--- config.mk ---
export PLATFORM = sky130hd
export DESIGN_NAME = gray_conv_arbiter
export DESIGN_NICKNAME = d
export VERILOG_FILES = /design/src/rtl/gray_conv_arbiter.sv
export SDC_FILE = /design/constraint.sdc
export NUM_CORES = 1
export LEC_CHECK = 0
export CAP_MARGIN = 5
export CORE_MARGIN = 4
export CORE_UTILIZATION = 25
export CTS_BUF_LIST = sky130_fd_sc_hd__clkbuf_8
export DETAILED_ROUTE_END_ITERATION = 12
export GPL_ROUTABILITY_DRIVEN = 0
export PLACE_DENSITY = 0.63
export SLEW_MARGIN = 5
export SYNTH_ARGS = -nofsm -noshare
export SYNTH_HDL_FRONTEND = slang
export SYNTH_SLANG_ARGS = --single-unit
--- constraint.sdc ---
create_clock -name clk -period 6.9 [get_ports clk]
set_clock_uncertainty 0.1 [all_clocks]
set_input_delay 1.38 -clock clk [delete_from_list [all_inputs] [get_ports clk]]
set_output_delay 1.38 -clock clk [all_outputs]
set_load 0.005 [all_outputs]
--- src/rtl/gray_conv_arbiter.sv ---
// Round-robin arbiter for four requesters sharing one 4-bit binary/Gray converter with a registered result stage.
// Latency: grant is combinational in cycle T and the result is valid from cycle T+1; one result per cycle when out_ready is held high.
// Backpressure: while out_valid & !out_ready the result is held and gnt stays low; a handshake and a new grant may share an edge.
module gray_conv_arbiter (
    input  logic        clk,
    input  logic        rst_n,
    input  logic [3:0]  req,
    input  logic [15:0] req_data,
    input  logic [3:0]  req_mode,
    output logic [3:0]  gnt,
    output logic        out_valid,
    input  logic        out_ready,
    output logic [3:0]  out_data,
    output logic [1:0]  out_id,
    output logic        out_mode,
    output logic [7:0]  conv_count
);

    typedef enum logic {EMPTY = 1'b0, FULL = 1'b1} state_t;

    state_t     state;
    logic [1:0] last;
    logic [1:0] sel;
    logic [1:0] idx;
    logic       found;
    logic       handshake;
    logic       can_accept;
    logic [3:0] sel_data;
    logic       sel_mode;
    logic [3:0] conv_data;

    function automatic logic [3:0] bin2gray(input logic [3:0] b);
        logic [3:0] g;
        g[3] = b[3];
        g[2] = b[3] ^ b[2];
        g[1] = b[2] ^ b[1];
        g[0] = b[1] ^ b[0];
        return g;
    endfunction

    function automatic logic [3:0] gray2bin(input logic [3:0] g);
        logic [3:0] b;
        b[3] = g[3];
        b[2] = b[3] ^ g[2];
        b[1] = b[2] ^ g[1];
        b[0] = b[1] ^ g[0];
        return b;
    endfunction

    assign handshake  = out_valid & out_ready;
    assign can_accept = (state == EMPTY) | handshake;

    // Search upward from the requester after the last winner, wrapping; last itself is checked last.
    always_comb begin
        gnt   = 4'b0000;
        sel   = last;
        idx   = 2'd0;
        found = 1'b0;
        for (int k = 1; k <= 4; k++) begin
            idx = last + 2'(k);
            if (!found && req[idx]) begin
                found = 1'b1;
                sel   = idx;
            end
        end
        if (rst_n && can_accept && found)
            gnt = 4'b0001 << sel;
    end

    assign sel_data  = req_data[{sel, 2'b00} +: 4];
    assign sel_mode  = req_mode[sel];
    assign conv_data = sel_mode ? gray2bin(sel_data) : bin2gray(sel_data);

    always_ff @(posedge clk or negedge rst_n) begin
        if (!rst_n) begin
            state      <= EMPTY;
            out_valid  <= 1'b0;
            out_data   <= 4'd0;
            out_id     <= 2'd0;
            out_mode   <= 1'b0;
            last       <= 2'd3;
            conv_count <= 8'd0;
        end else begin
            if (handshake)
                conv_count <= conv_count + 8'd1;
            if (|gnt) begin
                out_data <= conv_data;
                out_id   <= sel;
                out_mode <= sel_mode;
                last     <= sel;
            end
            case (state)
                EMPTY: begin
                    if (|gnt) begin
                        state     <= FULL;
                        out_valid <= 1'b1;
                    end
                end
                FULL: begin
                    if (handshake && !(|gnt)) begin
                        state     <= EMPTY;
                        out_valid <= 1'b0;
                    end
                end
                default: begin
                    state     <= EMPTY;
                    out_valid <= 1'b0;
                end
            endcase
        end
    end

endmodule

# Word level (Yosys, flattened, before mapping)

Index checks and enable logic that the tools add are counted.

Bits of input ports: 27
RAM bits: 0
Memories: 0
Output and inout port bits: 20
Register bits: 19
Memory bits (read-only): 0
Bits in latches: 0

Order comparisons: 5
Equality and inequality tests: 2
Multipliers: 0
$add $sub $neg: 4
Shifts and indexed selects: 2
Div/mod/pow operators: 0
Mux-type cells: 26
Reductions and logical operators: 12
Bitwise operators: 8

Operators with widths:

| kind                                                                         | number |
|---|---|
| 16-bit by 5-bit indexed part select with 4-bit output                        | 1 |
| 2-bit by 3-bit less-than comparator with 1-bit output, second input constant | 5 |
| 1-bit two-way mux                                                            | 13 |
| 1-bit binary-select mux with 2-bit select                                    | 5 |
| 2-bit two-way mux                                                            | 5 |
| 8-bit by 1-bit adder with 8-bit output, second input constant                | 1 |
| 1-bit logical AND                                                            | 6 |
| 1-bit bitwise XOR                                                            | 5 |
| 2-bit adder, second input constant                                           | 2 |
| 1-bit logical NOT                                                            | 4 |
| 4-bit two-way mux                                                            | 1 |
| 2-bit by 1-bit inequality test with 1-bit output, second input constant      | 2 |
| 1-bit one-hot mux with 2 select lines                                        | 2 |
| 4-bit OR reduction                                                           | 1 |
| 1-bit by 2-bit left shift with 4-bit output, first input constant            | 1 |
| 2-bit by 1-bit adder with 2-bit output, second input constant                | 1 |
| 2-bit AND reduction                                                          | 1 |
| 1-bit bitwise AND                                                            | 1 |
| 1-bit inverter                                                               | 1 |
| 1-bit bitwise OR                                                             | 1 |

# Longest topological paths before layout

Gate-level depths: netlist of run 1.

Word-level depth: 20
Mapped depth: 9

# Worst setup path before layout of run 1

No wires, ideal clock.

Kind: input to output
From: input req[3]
To: output gnt[1]
Path slack: 2924 ps
Data required time: 5420 ps
Arrival: 2496 ps
Stages: 4
Cells stage by stage: o41ai_1 -> nand2b_1 -> clkbuf_1 -> nor3_1

Cells in the longest elaborated chain, start to end: 14
Elaborated cells on any way between the ends: 25

RTL lines:

| what                                                                                    | RTL line | source |
|---|---|---|
| start: declaration                                                                      | 7        | `input logic [3:0] req,` |
| 1-bit binary-select mux with 2-bit select                                               | 61       | `if (!found && req[idx]) begin` |
| 1-bit two-way mux (not written as such)                                                 | 61       |  |
| 1-bit two-way mux                                                                       | 61       |  |
| 1-bit logical NOT                                                                       | 61       |  |
| 1-bit logical AND                                                                       | 61       |  |
| 1-bit two-way mux                                                                       | 61       |  |
| 1-bit logical NOT                                                                       | 61       |  |
| 1-bit logical AND                                                                       | 61       |  |
| 1-bit two-way mux                                                                       | 61       |  |
| 1-bit logical NOT                                                                       | 61       |  |
| 1-bit logical AND                                                                       | 61       |  |
| 2-bit two-way mux / 1-bit two-way mux (equally long branches)                           | 61       |  |
| 1-bit by 2-bit left shift with 4-bit output / 1-bit logical AND (equally long branches) | 67, 66   |  |
| 4-bit two-way mux (*)                                                                   | 66       | `if (rst_n && can_accept && found)` |
| end: declaration                                                                        | 10       | `output logic [3:0] gnt,` |

Every way passes the cells marked *; elsewhere a longest branch is shown, timed or not. The select of a mux whose other input is x is not followed.

# Final worst setup path of run 1

From: input req[3]
To: output gnt[0]

The elaborated chain is that of the path after synthesis.

==> impl_results.md, run 1 <==
- Outcome: finished clean
- Die W: 73.6 um
- Number of standard cells in the layout, taps in and fillers out: roughly 210
- Cell variety after synth: 31
- Detailed-route wire length per cell: 13.7 um
- Hold path startpoint: conv_count[7]$_DFFE_PN0P_
- Setup repair after global routing missed its margin: false
- Average footprint of a synthesized cell: 9.96 sq um
- Top cell types by occurrence after synthesis: sky130_fd_sc_hd__dfrtp_1 (17), sky130_fd_sc_hd__nand2_1 (17), sky130_fd_sc_hd__mux2i_1 (8), sky130_fd_sc_hd__xnor2_1 (8), sky130_fd_sc_hd__nor2_1 (7)
- Rel. slew slack: about 44%
- Post-synthesis net count: between 100 and 150
- TritonCTS clock tree: built
- Number of nets in the layout: about 190
- Clock net sink count: 19
- Count of boundary I/O pins: 47
- Number of pins exceeding their max-slew limit in the final report: 0
- Number of global-route vias before repair: approximately 1000
- Library cell with the largest summed area after synthesis: sky130_fd_sc_hd__dfrtp_1
- Power density over the cells: 352 mW/mm^2
- Level count of the clock H-tree: 1
- Hold buffers post-CTS: 0
- Number of vias in the routed layout: 964
- Area contributors post-synth: sky130_fd_sc_hd__dfrtp_1 (40%), sky130_fd_sc_hd__mux2i_1 (7.4%), sky130_fd_sc_hd__xnor2_1 (6.5%)
- Relative area change from synthesis to final layout: 52.2%
- Area of the die: 0.00542 sq mm
- Router iterations before antenna repair: 4
- Vias per std cell: approximately 4.7
- Wire length of the first global-routing pass: approximately 4700 um
- Number of placement rows: 23
- Clock network latency to the later pin of the worst-skew pair: ~0.25 ns
- Hold Path Class: flop to flop
- Post-synthesis instance area: around 0.0011 sq mm
- Period utilization: 75.2%
- Final TNS setup: 0 ns
- Post-route standard cell area excluding fillers: between 0.0015 and 0.002 sq mm
- CTS root buffer: sky130_fd_sc_hd__clkbuf_8
- Worst Hold End: conv_count[7]$_DFFE_PN0P_
- Worst reg-to-reg path cell count: 8
- Launch point of the worst reg-to-reg path: last[0]$_DFFE_PN1P_
- Peak-usage layer in the global routing report: met2
- Shortest period the worst path allows: approximately 5.2 ns
- Critical path endpoint category: output pin
- Post-DP HPWL: ~2300 um
- Top_reg_cell synth: sky130_fd_sc_hd__dfrtp_1
- Met2 Resource Use GR: between 10% and 20%
- Peak supply drop: about 0.00016 V
- Count of state elements after synthesis: 19
- Count of flip-flops with a built-in enable after synthesis: 0
- Final WS setup: 1.71 ns
- Worst-margin pin slew: ~0.83 ns
- Number of setup violations in the final report: 0
- Data required time of the worst path: about 5.4 ns
- Total wire length after detailed routing: 2830 um
- Clk buf depth: 2
- Kind of critical path: input port to output pin
- Number of failing hold endpoints at the final stage: 0
- Total instance count after detailed placement: between 200 and 250
- Number of remaining DRC errors: 0
- Total routing resource utilization after global routing: 10.8%
- Maximum number of pins on one net before global-route repair: 21
- Instance count of the mapped netlist: roughly 110
- Number of antenna violations at the first check in global routing: 0
- Data arrival time of the critical path: 3.71 ns
- TritonCTS Buffers: 3
- Die Ht: between 70 and 80 um
- CP Launch Type: input port
- Ratio of cells with drive above 1 in the final layout: 9.55%
- Largest fanout of any net on the critical path: 6
- DRC marker count from the first detailed-route iteration: 34
- Share of synthesized area occupied by flip-flops and latches: 44.4%
- CP Launch Point: req[3]
- Met3 layer usage reported by global route: around 1.6%
- Post-route total power: ~580 uW
- Worst Setup Slack post-DPL: approximately 1.7 ns
- Final ANT Viol Nets: 0
- Initial cell density of the core: between 20% and 30%
- Core area: 0.00409 sq mm
- Fraction of synthesized cell area taken by the top area cell type: 39.5%
- Max-cap violations: 0
- FF-to-FF End: out_data[0]$_DFFE_PN0P_
- Max Clock Freq: a little under 0.2 GHz
- Number of buffers added on ports: 46
- Leakage power: approximately 0.69 nW
- Number of setup buffers added after CTS: 0
- Internal reg-to-reg setup slack: 4.08 ns
- Placed cell areas: ~0.0016 sq mm
- Remaining global-route overflow: 0
- CTS clk-pin slew, worst paths: 0.07 ns
- Min-Delay Path Depth: 1
- Antenna diode instance count: 0
- Async S/R FF share, synth: between 90% and 100%
- Post-cts repair resize count: 0
- Count of yosys warnings during synthesis: 0
- Met1 track demand over resource: between 10% and 20%
cells by family after synthesis:
group / synth area share (%)
and+or+nand+nor: 19.3
AOI/OAI and AO/OA: 13.8
DFF: 44.4
xor gates and xnor gates: 8.95
muxes: 10.6
buffers and inverters: 1.74
adders and majority gates: 1.16
state kept, by name (all words and copies together), names as in the netlist:
name and count:
out_valid 1, conv_count 8, out_data 4, out_id 2, state 1, last 2
out_mode 1
area by class of cell:
class	count	area, sq um
clock buffer	3	41.3
clock inverter	1	5.00
fill	398	2450
inverter	1	3.75
multi-input combinational	86	579
sequential	19	478
tap	50	62.6
timing repair buffer	47	468
cell usage in the layout, fill, tap and decap left out, drive strengths merged, types with 2 or more instances in the layout:
cell type,instances
o21ai,7
mux2,3
o21a,2
nor3,2
nand2b,4
xor2,3
mux2i,8
and3,4
nand2,17
a21oi,6
clkbuf,3
clkdlybuf4s50,46
xnor2,8
dfstp,2
nand3,5
dfrtp,17
nor2,7
where the power goes:
part           switching [mW]  internal (mW)
clock network          0.0335         0.0400
logic                   0.142          0.169
registers              0.0359          0.156
total                   0.212          0.365
worst max-delay path: stages:
cell and delay [ns]:
sky130_fd_sc_hd__clkdlybuf4s50_1 0.50, sky130_fd_sc_hd__o41ai_1 0.83, sky130_fd_sc_hd__a21oi_1 0.25, sky130_fd_sc_hd__nand2_1 0.22, sky130_fd_sc_hd__nor2_1 0.06, sky130_fd_sc_hd__clkdlybuf4s50_1 0.47
per-layer routing:
layer / part of all wire [%] / wire length (um)
met1: 44 / 1250
met5: 0 / 0
met3: 5.4 / 154
met4: 0.95 / 27
met2: 50 / 1400
stage by stage:
step                      hold slack, ns  util [%]
after floorplan                    0.368         -
after global placement             0.359      38.9
after detailed placement           0.361      38.9
after CTS                          0.375      40.1
after global routing               0.413      40.1
final                              0.372      40.1
worst max-delay path by stage:
stage                     slack, ns  endpoint  cells after the start
after global placement         1.76    gnt[0]                      6
after CTS                      1.70    gnt[1]                      5
after detailed placement       1.72    gnt[1]                      5
after floorplan                2.92    gnt[1]                      4
final                          1.71    gnt[0]                      6
after global routing           1.50    gnt[0]                      6
(Power assumes the default switching activity.)
==> inputs of run 2 (changes only) <==
==> constraint.sdc (replaced) <==
create_clock -name clk -period 5 [get_ports clk]
set_clock_uncertainty 0.1 [all_clocks]
set_input_delay 1 -clock clk [delete_from_list [all_inputs] [get_ports clk]]
set_output_delay 1 -clock clk [all_outputs]
set_load 0.005 [all_outputs]
==> run 2 against run 1 <==
Against the previous run:
- first-iteration DRC count is 5.9% lower
- utilization is 0.37 points higher
- flip-flop and latch count stayed put
- routed wire length is 1.2% higher
- critical path depth stayed put
- largest cell class unchanged
==> impl_results.md, run 2 (same netlist as run 1, synthesis figures left out) <==
- Clock net sink count: 19
- Number of setup violations in the final report: 0
- Relative area change from synthesis to final layout: 53.6%
- Number of standard cells in the layout, taps in and fillers out: ~210
- Maximum number of pins on one net before global-route repair: 20
- Number of failing hold endpoints at the final stage: 0
- Period utilization: 87.8%
- Post-route total power: about 810 uW
- Die Ht: 73.6 um
- Cell Chain, Critical Path: clkdlybuf4s50_1, o41ai_1, a21oi_1, nand2_1, nor2_1, clkdlybuf4s50_1
- Net switching power: slightly below 300 uW
- Hold Path Class: flop to flop
- Total routing resource utilization after global routing: a little over a tenth
- Number of antenna violations at the first check in global routing: 0
- Max Clock Freq: ~0.23 GHz
- Most common cell after layout, fill and taps aside: sky130_fd_sc_hd__clkdlybuf4s50_1
- Router iterations before antenna repair: 3
- TritonCTS Buffers: 3
- Total wire length after detailed routing: around 2900 um
- Max-cap violations: 0
- Largest fanout of any net on the critical path: 6
- Initial cell density of the core: a little over a quarter
- Number of setup buffers added after CTS: 0
- Level count of the clock H-tree: 1
- Critical path endpoint category: output pin
- CP Launch Type: input port
- Final TNS setup: 0 ns
- CP max stage delay: roughly 0.80 ns
- Number of global-route vias before repair: slightly above 1000
- Antenna diode instance count: 0
- Total instance count after detailed placement: between 200 and 250
- Portion of total power attributed to combinational logic: around 54%
- Power share of the sequential group: approximately 33%
- Hold buffers post-CTS: 0
- Worst-margin pin slew: 0.798 ns
- Register bank with the most flops: conv_count
- Number of nets in the layout: roughly 190
- Proportion of power drawn by the clock network: around 13%
- Power density over the cells: roughly 490 mW/mm^2
- Clock network latency to the later pin of the worst-skew pair: 0.25 ns
- Data arrival time of the critical path: about 3.3 ns
- Area of the die: ~0.0054 sq mm
- Shortest period the worst path allows: 4.39 ns
- Post-cts repair resize count: 0
- Core area: approximately 0.0041 sq mm
- Kind of critical path: input port to output pin
- Data required time of the worst path: slightly below 4 ns
- CTS root buffer: sky130_fd_sc_hd__clkbuf_8
- DRC marker count from the first detailed-route iteration: 32
- Wire length of the first global-routing pass: ~4600 um
- TritonCTS clock tree: built
- Flip-flop count of the largest register after layout: 8
- Detailed-route wire length per cell: between 10 and 15 um
- Number of pins exceeding their max-slew limit in the final report: 0
- Number of placement rows: 23
- Switching fraction of total power: 36.4%
- CTS clk-pin slew, worst paths: roughly 0.070 ns
- Number of buffers added on ports: 46
- Clk buf depth: 2
- Crit-path slowest cell: sky130_fd_sc_hd__o41ai_1
- Leading registers by flop count: conv_count x8, out_data x4
- Highest-count cells in the layout ignoring fill and taps: sky130_fd_sc_hd__clkdlybuf4s50_1 (46), sky130_fd_sc_hd__nand2_1 (17), sky130_fd_sc_hd__dfrtp_1 (17), sky130_fd_sc_hd__mux2i_1 (8), sky130_fd_sc_hd__xnor2_1 (8)
- Rel. slew slack: a little under half
- Most prevalent standard cell on the critical path: sky130_fd_sc_hd__clkdlybuf4s50_1
- Count of boundary I/O pins: between 40 and 50
- Final ANT Viol Nets: 0
- Number of remaining DRC errors: 0
- Ratio of cells with drive above 1 in the final layout: a little over a tenth
- Vias per std cell: between 4 and 5
- Die W: about 74 um
- Pint: roughly 500 uW
- Remaining global-route overflow: 0
- Outcome: finished clean
- Number of vias in the routed layout: approximately 950
- Post-DP HPWL: about 2300 um
- Leakage power: 0.702 nW
- Peak supply drop: ~0.00024 V
- Setup repair after global routing missed its margin: false
## run 2: path summary, 6_finish.rpt
path	from	slack, ns	cells after the start	to
max in group asynchronous	rst_n	3.49	2	last[0]$_DFFE_PN1P_
min	conv_count[7]$_DFFE_PN0P_	0.38	1	conv_count[7]$_DFFE_PN0P_
min reg2reg	conv_count[7]$_DFFE_PN0P_	0.38	1	conv_count[7]$_DFFE_PN0P_
max reg2reg	last[0]$_DFFE_PN1P_	2.45	9	out_data[0]$_DFFE_PN0P_
max	req[3]	0.61	6	gnt[0]
min in group asynchronous	rst_n	1.05	2	conv_count[3]$_DFFE_PN0P_
## run 2: final cells by class
class                      instances  area [sq um]
sequential                        19           478
tap                               50          62.6
fill                             394          2430
inverter                           1          3.75
timing repair buffer              49           483
multi-input combinational         86           579
clock inverter                     1          5.00
clock buffer                       3          41.3
## run 2: layer usage
metal	vias up	track usage, %	part of all wire (%)
li1	482	-	-
met1	442	13.5	43
met2	23	18.2	49
met3	4	1.92	5.4
met4	0	5.43	1.9
met5	-	0	0
## run 2: worst max-delay path: cells and delay by family
family / cells / cell delay (ns)
compound gates: 2 / 1.06
simple gates: 2 / 0.28
buf+inv: 2 / 0.94
## run 2: power by group through the flow
stage,combinational (mW),clock [mW],sequential (mW)
after global routing,0.484,0.117,0.276
after global placement,0.435,0,0.268
final,0.437,0.105,0.267
after detailed placement,0.440,0,0.270
after CTS,0.444,0.108,0.268
after floorplan,0.263,0,0.261
## run 2: through the flow
stage | instance area [sq um] | util [%] | worst slack, ns | hold WS (ns)
final | 1650 | 40.4 | 0.612 | 0.378
after global routing | 1650 | 40.4 | 0.362 | 0.421
after CTS | 1650 | 40.4 | 0.603 | 0.379
after detailed placement | 1610 | 39.3 | 0.654 | 0.367
after global placement | 1610 | 39.3 | 0.726 | 0.360
after floorplan | 1080 | - | 1.78 | 0.368
==> inputs of run 3 (changes only) <==
--- a/config.mk
+++ b/config.mk
@@ -11,6 +11,7 @@
 export CTS_BUF_LIST = sky130_fd_sc_hd__clkbuf_8
 export DETAILED_ROUTE_END_ITERATION = 12
 export GPL_ROUTABILITY_DRIVEN = 0
+export HOLD_SLACK_MARGIN = 0.15
 export PLACE_DENSITY = 0.63
 export SLEW_MARGIN = 5
 export SYNTH_ARGS = -nofsm -noshare
==> results of run 3 <==
Final layout, timing and power as in run 2 (identical DEF).
